<file path="src/rtl/audio_pkg.sv">
// rtl/audio_pkg.sv - shared audio datapath types and defaults
package audio_pkg;

  localparam int SAMPLE_W_DEF = 24;
  localparam int RD_LAT_DEF   = 2;

  typedef enum logic [2:0] {
    ST_IDLE  = 3'd0,
    ST_REQ_L = 3'd1,
    ST_REQ_R = 3'd2,
    ST_WAIT  = 3'd3,
    ST_HOLD  = 3'd4
  } fetch_state_e;

endpackage

</file>
<file path="src/rtl/rd_lat_pipe.sv">
// rtl/rd_lat_pipe.sv - parameterised strobe delay line
module rd_lat_pipe #(
  parameter int WIDTH = 2,
  parameter int DEPTH = 3
) (
  input  logic             alg_clk,
  input  logic             resetn,
  input  logic [WIDTH-1:0] din,
  output logic [WIDTH-1:0] dout
);

  logic [WIDTH-1:0] pipe_q [DEPTH];
  logic [WIDTH-1:0] pipe_d [DEPTH];

  always_comb begin
    pipe_d[0] = din;
    for (int i = 1; i < DEPTH; i++) begin
      pipe_d[i] = pipe_q[i-1];
    end
  end

  always_ff @(posedge alg_clk or negedge resetn) begin
    if (!resetn) begin
      for (int i = 0; i < DEPTH; i++) begin
        pipe_q[i] <= '0;
      end
    end else begin
      for (int i = 0; i < DEPTH; i++) begin
        pipe_q[i] <= pipe_d[i];
      end
    end
  end

  assign dout = pipe_q[DEPTH-1];

endmodule

</file>
<file path="src/rtl/adc_sample_fetch.sv">
// rtl/adc_sample_fetch.sv - fetches one left/right ADC pair per frame tick
module adc_sample_fetch
  import audio_pkg::*;
#(
  parameter int SAMPLE_W = SAMPLE_W_DEF,
  parameter int RD_LAT   = RD_LAT_DEF
) (
  input  logic                       alg_clk,
  input  logic                       resetn,
  input  logic                       sample_tick,
  output logic                       send_next_sample,
  input  logic [31:0]                adc_word,
  output logic                       out_valid,
  input  logic                       out_ready,
  output logic signed [SAMPLE_W-1:0] out_left,
  output logic signed [SAMPLE_W-1:0] out_right,
  output logic                       overrun,
  output logic [7:0]                 overrun_cnt
);

  fetch_state_e state_q, state_d;

  logic                sns_q, sns_d;
  logic                is_right_d;
  logic                out_valid_q, out_valid_d;
  logic [SAMPLE_W-1:0] left_stage_q, left_stage_d;
  logic [SAMPLE_W-1:0] left_q, left_d;
  logic [SAMPLE_W-1:0] right_q, right_d;
  logic                overrun_q, overrun_d;
  logic [7:0]          ovr_cnt_q, ovr_cnt_d;

  logic [1:0]          tap;
  logic                cap_l, cap_r;
  logic [SAMPLE_W-1:0] sample;
  logic                unused_lsbs;

  // Strobe pipe is fed with the next-cycle strobe, so its last stage lines up
  // with the cycle in which adc_word carries the requested word.
  rd_lat_pipe #(
    .WIDTH (2),
    .DEPTH (RD_LAT + 1)
  ) u_rd_lat_pipe (
    .alg_clk (alg_clk),
    .resetn  (resetn),
    .din     ({is_right_d, sns_d}),
    .dout    (tap)
  );

  assign cap_l       = tap[0] & ~tap[1];
  assign cap_r       = tap[0] & tap[1];
  assign sample      = adc_word[31:32-SAMPLE_W];
  assign unused_lsbs = ^adc_word[31-SAMPLE_W:0];

  always_ff @(posedge alg_clk or negedge resetn) begin
    if (!resetn) begin
      state_q <= ST_IDLE;
    end else begin
      state_q <= state_d;
    end
  end

  always_comb begin
    state_d = state_q;
    case (state_q)
      ST_IDLE:  if (sample_tick) state_d = ST_REQ_L;
      ST_REQ_L: state_d = ST_REQ_R;
      ST_REQ_R: state_d = ST_WAIT;
      ST_WAIT:  if (cap_r) state_d = ST_HOLD;
      ST_HOLD:  if (out_ready) state_d = ST_IDLE;
      default:  state_d = ST_IDLE;
    endcase
  end

  always_comb begin
    sns_d        = (state_d == ST_REQ_L) || (state_d == ST_REQ_R);
    is_right_d   = (state_d == ST_REQ_R);
    out_valid_d  = (state_d == ST_HOLD);
    left_stage_d = cap_l ? sample : left_stage_q;
    left_d       = left_q;
    right_d      = right_q;
    if ((state_q == ST_WAIT) && cap_r) begin
      left_d  = left_stage_q;
      right_d = sample;
    end
    // Any tick outside IDLE is dropped, including one coinciding with acceptance.
    overrun_d = sample_tick && (state_q != ST_IDLE);
    ovr_cnt_d = ovr_cnt_q;
    if (overrun_d && (ovr_cnt_q != 8'hFF)) begin
      ovr_cnt_d = ovr_cnt_q + 8'd1;
    end
  end

  always_ff @(posedge alg_clk or negedge resetn) begin
    if (!resetn) begin
      sns_q        <= 1'b0;
      out_valid_q  <= 1'b0;
      left_stage_q <= '0;
      left_q       <= '0;
      right_q      <= '0;
      overrun_q    <= 1'b0;
      ovr_cnt_q    <= 8'd0;
    end else begin
      sns_q        <= sns_d;
      out_valid_q  <= out_valid_d;
      left_stage_q <= left_stage_d;
      left_q       <= left_d;
      right_q      <= right_d;
      overrun_q    <= overrun_d;
      ovr_cnt_q    <= ovr_cnt_d;
    end
  end

  assign send_next_sample = sns_q;
  assign out_valid        = out_valid_q;
  assign out_left         = left_q;
  assign out_right        = right_q;
  assign overrun          = overrun_q;
  assign overrun_cnt      = ovr_cnt_q;

endmodule

</file>
<file path="config.mk">
export PLATFORM = sky130hd
export DESIGN_NAME = adc_sample_fetch
export DESIGN_NICKNAME = d
export VERILOG_FILES = /design/src/rtl/audio_pkg.sv /design/src/rtl/rd_lat_pipe.sv /design/src/rtl/adc_sample_fetch.sv
export SDC_FILE = /design/constraint.sdc
export NUM_CORES = 1
export LEC_CHECK = 0
export CORE_ASPECT_RATIO = 1.25
export CORE_MARGIN = 10
export CORE_UTILIZATION = 26
export CTS_BUF_LIST = sky130_fd_sc_hd__clkbuf_2 sky130_fd_sc_hd__clkbuf_4 sky130_fd_sc_hd__clkbuf_8
export DETAILED_ROUTE_END_ITERATION = 8
export PLACE_DENSITY = 0.55
export SYNTH_ARGS = -nofsm -noshare
export SYNTH_HDL_FRONTEND = slang
export SYNTH_SLANG_ARGS = --single-unit
</file>
<file path="constraint.sdc">
create_clock -name alg_clk -period 1.7 [get_ports alg_clk]
set_input_delay 0.255 -clock alg_clk [delete_from_list [all_inputs] [get_ports alg_clk]]
set_output_delay 0.255 -clock alg_clk [all_outputs]
set_load 0.02 [all_outputs]
</file>
==> impl_metrics.py <==
metrics = {
    "status": {
        "status": "complete, no violations",
    },
    "pwr": {
        "p_leak_nw": 2.181,
        "ir_worst_vdd_uv": 528.2,
        "p_per_area_nw_per_um2": 1182,
    },
    "clocking": {
        "cts.sinks": 91,
        "ctsHtreeMaxLevel": 3,
        "cts_root_buffer": "clkbuf_8",
        "clock_latency_ns": 0.36,
        "cts.path.max_buffers": 2,
        "numCtsBuffers": 9,
        "cts_tree": "built",
        "clk_pin_slew_ns": 0.08,
    },
    "global_route": {
        "grt_pass1_wl_um": 13140,
        "grt_overflow": 0,
        "grt_usage_pct": 8.494,
        "grt_max_degree": 92,
        "grt_antenna_before_repair": 0,
        "grt_pass1_vias": 2274,
    },
    "timing": {
        "finalMaxSlewViolations": 0,
        "rsz0062_at_grt": "false",
        "tightest_slew_ns": 0.4914,
        "tns_ns": 0,
        "fmax_mhz": 618.1,
        "setup_violations": 0,
        "timing.final.ws_setup_ns": 0.08208,
        "slew_headroom_pct": 67.24,
        "post-route-period-util_pct": 95.17,
        "fin_skew_ns": 0.006047,
        "min_period_ns": 1.618,
        "hold_viol_final": 0,
    },
    "logic_synthesis": {
        "netlist_instances": 217,
        "synth.distinct_cells": 29,
        "ys_ff_latch": 91,
        "yosysSeqAreaShare_pct": 61.49,
        "ys_warn_count": 0,
        "syn_nets": 254,
        "synth_area_per_cell_um2": 17.07,
        "syn_area_um2": 3704,
    },
    "worst_hold_path": {
        "min_path_type": "reg -> reg",
    },
    "final_layout": {
        "post-route-cell-area_um2": 4942,
        "multiInputGateArea_um2": 1291,
        "stdcell_count": 493,
        "drive_gt1_share_pct": 26.10,
        "fillCellCount": 1361,
        "final_nets": 350,
        "n_antenna_cell": 0,
        "areaGrowthSynthToFinish_pct": 33.45,
        "seqCellArea_um2": 2277,
    },
    "place": {
        "place_inst": 475,
        "gp_congestion": 0.7017,
        "detailedPlace.worstSlack_ns": 0.04390,
        "dp_hpwl_um": 5182,
        "port_buffers": 86,
        "place_area_um2": 4745,
    },
    "detailed_routing": {
        "viasPerCell": 4.120,
        "wl_per_cell_um": 15.63,
        "firstDrtPassIters": 4,
        "vias": 2031,
        "drc": 0,
        "routed_wl_um": 7707,
        "ant_nets": 0,
        "initialDrtViolationCount": 107,
    },
    "worst_setup_path": {
        "cp_data_required_time_ns": 1.44,
        "cp-start-kind": "flop",
        "cp_cell_sequence": "clkdlybuf4s50_1",
        "crit_fanout": 2,
        "cp.arrival_ns": 1.36,
        "critPathKind": "reg -> out",
        "endpoint_kind": "output pin",
        "cp_top_family": "buffers and inverters",
        "slowest_stage": "clkdlybuf4s50_1",
        "crit_path_max_incr_delay_ns": 0.63,
        "timing.critical_path.buf_inv": 1,
    },
    "die": {
        "dieHeight_um": 153.4,
        "die_w_um": 126.8,
        "core_um2": 13870,
        "initial_core_util_pct": 26.70,
        "dieArea_um2": 19450,
        "ios": 95,
        "rows": 48,
    },
    "run": {
        "maxCapViolations": 0,
    },
}
[report_power, final]
group	total, mW	internal, mW	switching [mW]
Combinational	1.51	0.844	0.663
Sequential	2.96	2.65	0.303
Clock	1.38	0.657	0.724
[flip-flops by register name (all words and copies together) (netlist names)]
| name | flops |
|---|---|
| out_valid | 1 |
| overrun | 1 |
| u_rd_lat_pipe.dout | 2 |
| overrun_cnt | 8 |
| left_stage_q | 24 |
| out_right | 24 |
| out_left | 24 |
| state_q | 3 |
| u_rd_lat_pipe.pipe_d | 4 |
[per-layer routing]
metal | global-route usage, % | wire (um)
met5 | 0 | 0
met3 | 3.495 | 492
met2 | 12.76 | 3694
met4 | 4.074 | 143
met1 | 10.26 | 3376
[final timing paths]
check	startpoint	to	slack [ns]	cells past startpoint
worst min-delay path	u_rd_lat_pipe.pipe_d[3]	u_rd_lat_pipe.pipe_d[1]	0.35	0
worst min register to register	u_rd_lat_pipe.pipe_d[3]	u_rd_lat_pipe.pipe_d[1]	0.35	0
worst max register to register	overrun_cnt[1]	overrun_cnt[6]	0.12	5
max in group asynchronous	resetn	left_stage_q[15]	0.84	3
worst max-delay path	out_left[22]	out_left[22]	0.08	1
min in group asynchronous	resetn	left_stage_q[23]	0.48	3
[synth_stat cells]
library cell,instances,area [um^2]
nand3_1,4,20.02
inv_1,4,15.01
inv_2,1,3.750
nand2_1,3,11.26
or2_1,1,6.260
nor4_1,1,6.260
buf_2,3,15.01
nor2b_1,1,6.260
mux2_2,4,45.04
mux2_1,22,247.7
o31ai_2,1,12.51
xor2_1,3,26.28
xnor2_1,2,17.52
buf_6,1,11.26
dfrtp_1,91,2277
nor3_1,3,15.01
o21a_1,1,7.510
nand4_4,1,21.27
a2bb2oi_1,1,8.760
ha_1,1,12.51
a31o_1,2,17.52
buf_12,5,100.1
nand4_1,1,6.260
mux2_4,48,720.7
o21ai_2,1,8.760
nand2b_1,1,6.260
nor2_8,1,20.02
nor2_1,8,30.03
nor3b_1,1,7.510
[area by class of cell]
type                            count  area share [%]
Inverter                            5          0.3797
Clock inverter                      2          0.2025
Timing Repair Buffer               94           19.27
Multi-Input combinational cell    112           26.13
Tap cell                          175           4.430
Clock buffer                       14           3.519
Sequential cell                    91           46.08
[logic make-up (layout without fill, tap and decap cells)]
family / Yosys count / count (layout) / synth area share (%)
AO/OA/AOI/OAI: 6 / 6 / 1.487
buffers and inverters: 14 / 115 / 3.919
flip-flops: 91 / 91 / 61.49
AND/OR/NAND/NOR: 26 / 26 / 4.224
multiplexers: 74 / 74 / 27.36
adder cells (fa/ha/maj): 1 / 1 / 0.3378
XOR/XNOR: 5 / 5 / 1.183
[metrics by stage]
step           power (mW)  hold slack, ns  util (%)
6_report            5.843          0.3529     35.62
2_1_floorplan       3.783        -0.04059         -
3_3_place_gp        4.517          0.3343     34.20
5_1_grt             6.219          0.3597     35.62
4_1_cts             5.975          0.3572     35.53
3_5_place_dp        4.575          0.3371     34.20
[layout by cell type (no fill, tap or decap), drive strengths merged, types with 2 or more instances in the layout]
| cell | count |
|---|---|
| xor2 | 3 |
| mux2 | 74 |
| clkdlybuf4s50 | 77 |
| dlygate4sd2 | 7 |
| clkinv | 2 |
| buf | 8 |
| inv | 5 |
| nand3 | 4 |
| nor3 | 3 |
| dfrtp | 91 |
| nand2 | 3 |
| nand4 | 2 |
| clkbuf | 14 |
| a31o | 2 |
| nor2 | 9 |
| xnor2 | 2 |
[timing repair]
item / 4_1_cts / 5_1_grt
gates resized for setup: 7 / 2
pin swaps: 0 / 0
hold endpoints to repair: 91 / 0
hold buffers: 1 / 0
setup buffers: 0 / 1
endpoints found under the setup margin: 7 / 2
Note: power is estimated with default switching activity, not from simulation.
